File: src/rtl/pipe_seq_pkg.sv
// Shared encodings and default latencies for the pipeline sequencer.
package pipe_seq_pkg;

  // Run mode of the core, visible on the mode output.
  typedef enum logic [1:0] {
    MODE_STALL = 2'd0,
    MODE_LOAD  = 2'd1,
    MODE_EXEC  = 2'd2,
    MODE_HALT  = 2'd3
  } mode_t;

  // Stage the walker is in, visible on the pipe output.
  typedef enum logic [1:0] {
    PIPE_FETCH    = 2'd0,
    PIPE_DECODE   = 2'd1,
    PIPE_EXECUTE  = 2'd2,
    PIPE_WRITEREG = 2'd3
  } pipe_t;

  localparam int DEF_EXEC_LAT = 5;
  localparam int DEF_WB_LAT   = 2;

endpackage

File: src/rtl/pipe_seq_stage_timer.sv
// Loadable down-counter shared by EXECUTE and WRITEREG. A load wins over a
// count; counting stops at zero, so a stage that must wait past its minimum
// length sits with done=1 until the walker moves on.
module pipe_seq_stage_timer #(
  parameter int LAT_W = 4
) (
  input  logic             clk,
  input  logic             rstn,
  input  logic             load,
  input  logic [LAT_W-1:0] load_val,
  input  logic             en,
  output logic [LAT_W-1:0] cnt,
  output logic             done
);

  // Load a fresh stage length, or count down towards zero and stay there.
  always_ff @(posedge clk or negedge rstn) begin
    if (!rstn) begin
      cnt <= '0;
    end else if (load) begin
      cnt <= load_val;
    end else if (en && (cnt != '0)) begin
      cnt <= cnt - 1'b1;
    end
  end

  assign done = (cnt == '0);

endmodule

File: src/rtl/pipe_seq.sv
// Top-level control of the core: run-mode FSM, stage walker, PC register
// and the registered inter-stage update strobes.
// Optional build macro PIPE_SEQ_PERF_EN adds the cyc_cnt/ret_cnt counters.
//
// Boot handshake: boot_req is a one-cycle request honoured only in STALL.
// In LOAD, load_done (level) and boot_ack (pulse or level) are each caught
// in a sticky flag; once both have been seen the core enters EXEC on the
// next edge and the flags clear. There is no back-pressure toward the host.
module pipe_seq
  import pipe_seq_pkg::*;
#(
  parameter int              PC_W     = 32,
  parameter logic [PC_W-1:0] RESET_PC = '0,
  parameter int              EXEC_LAT = DEF_EXEC_LAT,
  parameter int              WB_LAT   = DEF_WB_LAT,
  parameter int              LAT_W    = 4
) (
  input  logic            clk,
  input  logic            rstn,
  input  logic            boot_req,
  input  logic            load_done,
  input  logic            boot_ack,
  input  logic            hold,
  input  logic            restart,
  input  logic            e_busy,
  input  logic [PC_W-1:0] e_npc,
  input  logic            de_stop,
  output logic [1:0]      mode,
  output logic [1:0]      pipe,
  output logic [PC_W-1:0] pc,
  output logic            fd_upd,
  output logic            de_upd,
  output logic            ew_upd,
  output logic            e_start,
  output logic            retire
`ifdef PIPE_SEQ_PERF_EN
  ,
  output logic [31:0]     cyc_cnt,
  output logic [31:0]     ret_cnt
`endif
);

  if (EXEC_LAT < 1 || WB_LAT < 1 ||
      EXEC_LAT >= (1 << LAT_W) || WB_LAT >= (1 << LAT_W)) begin : g_bad_lat
    $error("pipe_seq: EXEC_LAT and WB_LAT must be >= 1 and < 2**LAT_W");
  end

  mode_t            mode_q;
  pipe_t            pipe_q;
  logic             ld_flag;
  logic             ack_flag;
  logic             t_load;
  logic [LAT_W-1:0] t_val;
  logic             t_en;
  logic [LAT_W-1:0] t_cnt;
  logic             t_done;
  logic             in_exec;
  logic             exec_last;
  logic             wb_last;
  logic             boot_ok;
  logic             retire_nxt;

  assign in_exec   = (mode_q == MODE_EXEC);
  // Final EXECUTE cycle: minimum length reached and the unit is free.
  assign exec_last = in_exec && (pipe_q == PIPE_EXECUTE) && t_done && !e_busy;
  assign wb_last   = in_exec && (pipe_q == PIPE_WRITEREG) && t_done;
  assign boot_ok   = (ld_flag || load_done) && (ack_flag || boot_ack);
  // retire is registered, so it is raised on the edge that enters the last
  // WRITEREG cycle.
  assign retire_nxt = (exec_last && (WB_LAT == 1)) ||
                      (in_exec && (pipe_q == PIPE_WRITEREG) && (t_cnt == LAT_W'(1)));

  pipe_seq_stage_timer #(.LAT_W(LAT_W)) u_timer (
    .clk      (clk),
    .rstn     (rstn),
    .load     (t_load),
    .load_val (t_val),
    .en       (t_en),
    .cnt      (t_cnt),
    .done     (t_done)
  );

  // Timer control: arm for EXECUTE out of DECODE, for WRITEREG out of EXECUTE.
  always_comb begin
    t_load = 1'b0;
    t_val  = '0;
    t_en   = 1'b0;
    if (in_exec) begin
      if (pipe_q == PIPE_DECODE) begin
        t_load = 1'b1;
        t_val  = LAT_W'(EXEC_LAT - 1);
      end else if (exec_last) begin
        t_load = 1'b1;
        t_val  = LAT_W'(WB_LAT - 1);
      end else if (pipe_q == PIPE_EXECUTE || pipe_q == PIPE_WRITEREG) begin
        t_en = 1'b1;
      end
    end
  end

  // Mode FSM, stage walker, PC and registered strobes.
  always_ff @(posedge clk or negedge rstn) begin
    if (!rstn) begin
      mode_q   <= MODE_STALL;
      pipe_q   <= PIPE_FETCH;
      pc       <= RESET_PC;
      ld_flag  <= 1'b0;
      ack_flag <= 1'b0;
      fd_upd   <= 1'b0;
      de_upd   <= 1'b0;
      ew_upd   <= 1'b0;
      e_start  <= 1'b0;
      retire   <= 1'b0;
    end else begin
      fd_upd  <= 1'b0;
      de_upd  <= 1'b0;
      ew_upd  <= 1'b0;
      e_start <= 1'b0;
      retire  <= retire_nxt;
      case (mode_q)
        MODE_STALL: begin
          if (boot_req) mode_q <= MODE_LOAD;
        end
        MODE_LOAD: begin
          if (boot_ok) begin
            mode_q   <= MODE_EXEC;
            pipe_q   <= PIPE_FETCH;
            ld_flag  <= 1'b0;
            ack_flag <= 1'b0;
            fd_upd   <= !hold;
          end else begin
            ld_flag  <= ld_flag || load_done;
            ack_flag <= ack_flag || boot_ack;
          end
        end
        MODE_EXEC: begin
          case (pipe_q)
            PIPE_FETCH: begin
              // fd_upd high marks a real fetch cycle; low means parked on hold.
              if (fd_upd) begin
                pipe_q <= PIPE_DECODE;
                de_upd <= 1'b1;
              end else begin
                fd_upd <= !hold;
              end
            end
            PIPE_DECODE: begin
              pipe_q  <= PIPE_EXECUTE;
              e_start <= 1'b1;
            end
            PIPE_EXECUTE: begin
              if (exec_last) begin
                pc     <= e_npc;
                pipe_q <= PIPE_WRITEREG;
                ew_upd <= 1'b1;
              end
            end
            default: begin
              if (wb_last) begin
                if (de_stop) begin
                  mode_q <= MODE_HALT;
                end else begin
                  pipe_q <= PIPE_FETCH;
                  fd_upd <= !hold;
                end
              end
            end
          endcase
        end
        default: begin
          if (restart) begin
            mode_q <= MODE_STALL;
            pipe_q <= PIPE_FETCH;
            pc     <= RESET_PC;
          end
        end
      endcase
    end
  end

  assign mode = mode_q;
  assign pipe = pipe_q;

`ifdef PIPE_SEQ_PERF_EN
  // Cycles spent in EXEC and retired instructions; both clear when HALT is left.
  always_ff @(posedge clk or negedge rstn) begin
    if (!rstn) begin
      cyc_cnt <= '0;
      ret_cnt <= '0;
    end else if (mode_q == MODE_HALT && restart) begin
      cyc_cnt <= '0;
      ret_cnt <= '0;
    end else begin
      if (in_exec) cyc_cnt <= cyc_cnt + 32'd1;
      if (retire)  ret_cnt <= ret_cnt + 32'd1;
    end
  end
`endif

endmodule

File: config.mk
export PLATFORM = sky130hd
export DESIGN_NAME = pipe_seq
export DESIGN_NICKNAME = d
export VERILOG_FILES = /design/src/rtl/pipe_seq_pkg.sv /design/src/rtl/pipe_seq_stage_timer.sv /design/src/rtl/pipe_seq.sv
export SDC_FILE = /design/constraint.sdc
export NUM_CORES = 1
export LEC_CHECK = 0
export CAP_MARGIN = 25
export CORE_ASPECT_RATIO = 0.7
export CORE_MARGIN = 2
export CORE_UTILIZATION = 39
export CTS_BUF_LIST = sky130_fd_sc_hd__clkbuf_16
export CTS_CLUSTER_DIAMETER = 30
export DETAILED_ROUTE_END_ITERATION = 10
export PLACE_DENSITY = 0.76
export SYNTH_ARGS = -nofsm -noshare
export SYNTH_HDL_FRONTEND = slang
export SYNTH_SLANG_ARGS = --single-unit
export TNS_END_PERCENT = 10
File: constraint.sdc
create_clock -name clk -period 2.3 [get_ports clk]
set_input_delay 0.46 -clock clk [delete_from_list [all_inputs] [get_ports clk]]
set_output_delay 0.46 -clock clk [all_outputs]
set_load 0.1 [all_outputs]
==> run_results.csv <==
group,metric,value,unit
critical_path,end_kind,"register",
placed_design,portBuffers,81,
critical_path,rr_worst_depth,6,
drt,wirelength,5.06,mm
timing,fin_crit,2.23,ns
timing,rsz0062_at_grt,"true",
logic_synthesis,syn_inst,166,
drt,drc_errors,0,
drt,routed-via-count,1649,
drt,routed_via_density,5.09,
logic_synthesis,synth_top_area_cell,"dfrtp_1",
clock_network,clock_path_buffers,2,
power_and_ir_drop,cellLeakagePower,0.00149,uW
clock_network,cts_tree,"yes",
logic_synthesis,synthArstFlopShare,100,%
clock_network,ctsHtreeMaxLevel,2,
layout,final_core_util,59.5,%
critical_path,crit_arrival,2.40,ns
placed_design,place_inst,315,
timing,clock_skew,0.00432,ns
placed_design,preCtsSetupSlack,-0.0410,ns
layout,drive_gt1_share,25.4,%
timing,slew_headroom,69.4,%
timing,fmax,0.449,GHz
drt,drt_iter0_markers,107,
logic_synthesis,yosys.area.top_type_share,57.0,%
critical_path,critPathKind,"reg2reg",
layout,antenna_cells,0,
clock_network,clk_latency,0.28,ns
placed_design,place.gp.congestion,0.888,
critical_path,cp.required,2.47,ns
floorplan,die_h,64.9,um
timing,whs,0.120,ns
clock_network,cts_made_buffers,5,
logic_synthesis,synth_flop_cell,"dfrtp_1",
timing,finalHoldViolCount,0,
timing,finalWorstSetupSlack,0.0726,ns
layout,finalNonFillerCells,324,
logic_synthesis,yosysSeqAreaShare,57.0,%
power_and_ir_drop,p_per_area,1040,mW/mm^2
global_routing,grt_max_degree,33,
worst_hold_path,min_path_type,"in2async",
logic_synthesis,synth_edf_count,0,
global_routing,grt_pass1_vias,1638,
clock_network,cts_sinks,47,
logic_synthesis,syn_area,0.00206,mm^2
logic_synthesis,synth_warnings,0,
clock_network,post_cts_buffers,0,
logic_synthesis,synthTopCellsByArea,"dfrtp_1 57%, a22o_1 14%, ha_1 6.7%, mux2i_1 1.9%, inv_1 1.8%",
timing,setup_violations,0,
floorplan,core_area,0.00517,mm^2
critical_path,critical_path.max_fanout,16,
floorplan,io_pins,82,
timing,slew_viol_final,0,
logic_synthesis,avgSynthCellArea,12.4,um^2
logic_synthesis,syn-num-nets,218,
floorplan,rows,22,
logic_synthesis,ys_ff_latch,47,
critical_path,critPathLaunchType,"register",
layout,syn_to_final_growth,49.3,%
global_routing,antenna_found_initial,0,
outcome,outcome,"complete, no violations",
drt,ant_nets,0,
global_routing,grt_pass1_wl,8.07,mm
clock_network,clkSlewWorstSetupHoldPaths,0.06,ns
timing,tightest_slew,0.458,ns
critical_path,rr_startpoint,"u_timer.cnt[0]$_DFFE_PN0P_",
global_routing,overflow,0,
clock_network,root_buffer,"clkbuf_16",
power_and_ir_drop,peakVddDrop,0.770,mV
drt,wl_per_cell,15.6,um
floorplan,fp.dieW,90.9,um
run,drv_cap,0,
drt,drt_first_pass_iters,4,
global_routing,grtUsageTotal,17.4,%
layout,nets,303,
placed_design,dpl.hpwl,3.51,mm
critical_path,r2r_slack,0.07,ns
floorplan,initial_core_util,39.9,%
critical_path,r2r-end,"pc[3]$_DFFE_PN0P_",
logic_synthesis,synth_cell_types,36,
timing,final.period_utilization,96.8,%
floorplan,die_area,0.00590,mm^2
[kinds of logic after synthesis]
kind of cell             after synthesis  share of synthesized area (%)
AO/OA/AOI/OAI                         53                           20.3
XOR/XNOR                               2                          0.849
adder cells (fa/ha/maj)               11                           6.67
buffers and inverters                 18                           4.55
flip-flops                            47                           57.0
multiplexers                           5                           2.49
AND/OR/NAND/NOR                       30                           8.19
[flip-flops by register name, summed over array words and instances, names as in the netlist]
name and flops:
u_timer.cnt 4, retire 1, ld_flag 1, ew_upd 1, mode 2, pc 32
de_upd 1, ack_flag 1, pipe 2, fd_upd 1, e_start 1
[synthesized netlist by cell type, types with 2 or more instances]
cell type / count
a22o_1: 32
o21a_1: 2
inv_1: 10
or3_1: 2
buf_6: 3
o311ai_0: 2
ha_1: 11
nand2_1: 8
clkbuf_1: 2
nand2b_1: 4
buf_2: 3
nor2b_1: 2
nor2_1: 3
mux2i_1: 4
and3_1: 2
nor3_1: 2
a21oi_1: 5
dfrtp_1: 47
o21ai_0: 5
[layout make-up]
type / instances / area, um^2
Fill cell: 436 / 2090
Multi-Input combinational cell: 102 / 838
Clock buffer: 5 / 125
Timing Repair Buffer: 85 / 758
Sequential cell: 47 / 1190
Clock inverter: 3 / 42.5
Tap cell: 72 / 90.1
Inverter: 10 / 40.0
[stage by stage]
stage | total power [uW] | TNS [ns] | cell area [um^2]
2_1_floorplan | 2040 | -1.22 | 2100
3_3_place_gp | 2330 | -0.478 | 2900
3_5_place_dp | 2350 | -0.745 | 2900
4_1_cts | 3190 | 0 | 3060
5_1_grt | 3400 | -0.00260 | 3080
6_report | 3210 | 0 | 3080
[worst max-delay path by stage]
stage,cells past startpoint,slack (ns),start,end
floorplan,7,-0.04,mode[0]$_DFFE_PN0P_,pc[0]$_DFFE_PN0P_
global placement,4,-0.02,e_busy,pc[23]$_DFFE_PN0P_
detailed placement,4,-0.04,e_busy,pc[29]$_DFFE_PN0P_
CTS,6,0.02,u_timer.cnt[0]$_DFFE_PN0P_,pc[3]$_DFFE_PN0P_
global route,6,-0.003,u_timer.cnt[0]$_DFFE_PN0P_,pc[14]$_DFFE_PN0P_
finish,6,0.07,u_timer.cnt[0]$_DFFE_PN0P_,pc[3]$_DFFE_PN0P_
[layout by cell type, fill, tap and decap left out, types with 2 or more instances in the layout]
cell	count
a211o_4	2
a21oi_1	5
a22o_1	32
and3_1	2
buf_12	2
buf_4	43
clkbuf_16	5
clkdlybuf4s50_1	39
dfrtp_1	43
dfrtp_2	2
dfrtp_4	2
ha_1	10
inv_1	9
mux2i_1	4
nand2_1	8
nand2b_1	4
nor2_1	3
nor2b_1	2
nor3_1	2
o21a_1	2
o21ai_0	5
o311ai_0	2
or3_1	2
[routing by layer]
metal	track usage, %	routed length [um]	up-vias
met3	6.51	351	11
met4	5.30	106	0
met2	24.1	2070	68
li1	-	-	785
met5	0	0	-
met1	25.3	2540	785
[what timing repair did]
item / in CTS / in global routing
setup endpoints to repair: 0 / 32
hold endpoints to repair: 0 / 0
resized for setup: 0 / 1
hold buffers: 0 / 0
[report_power, final]
part	switching, uW	internal [uW]	total (uW)
Sequential	110	941	1050
Combinational	902	434	1340
Clock	306	513	819
Total	1320	1890	3210
[worst max-delay path, stage by stage, from the launching register on]
cell and delay, ns:
dfrtp_1 0.40, inv_1 0.10, ha_1 0.21, nand3b_1 0.13, or4b_4 0.55, a211o_4 0.44
a22o_1 0.27
(Power assumes the default switching activity.)
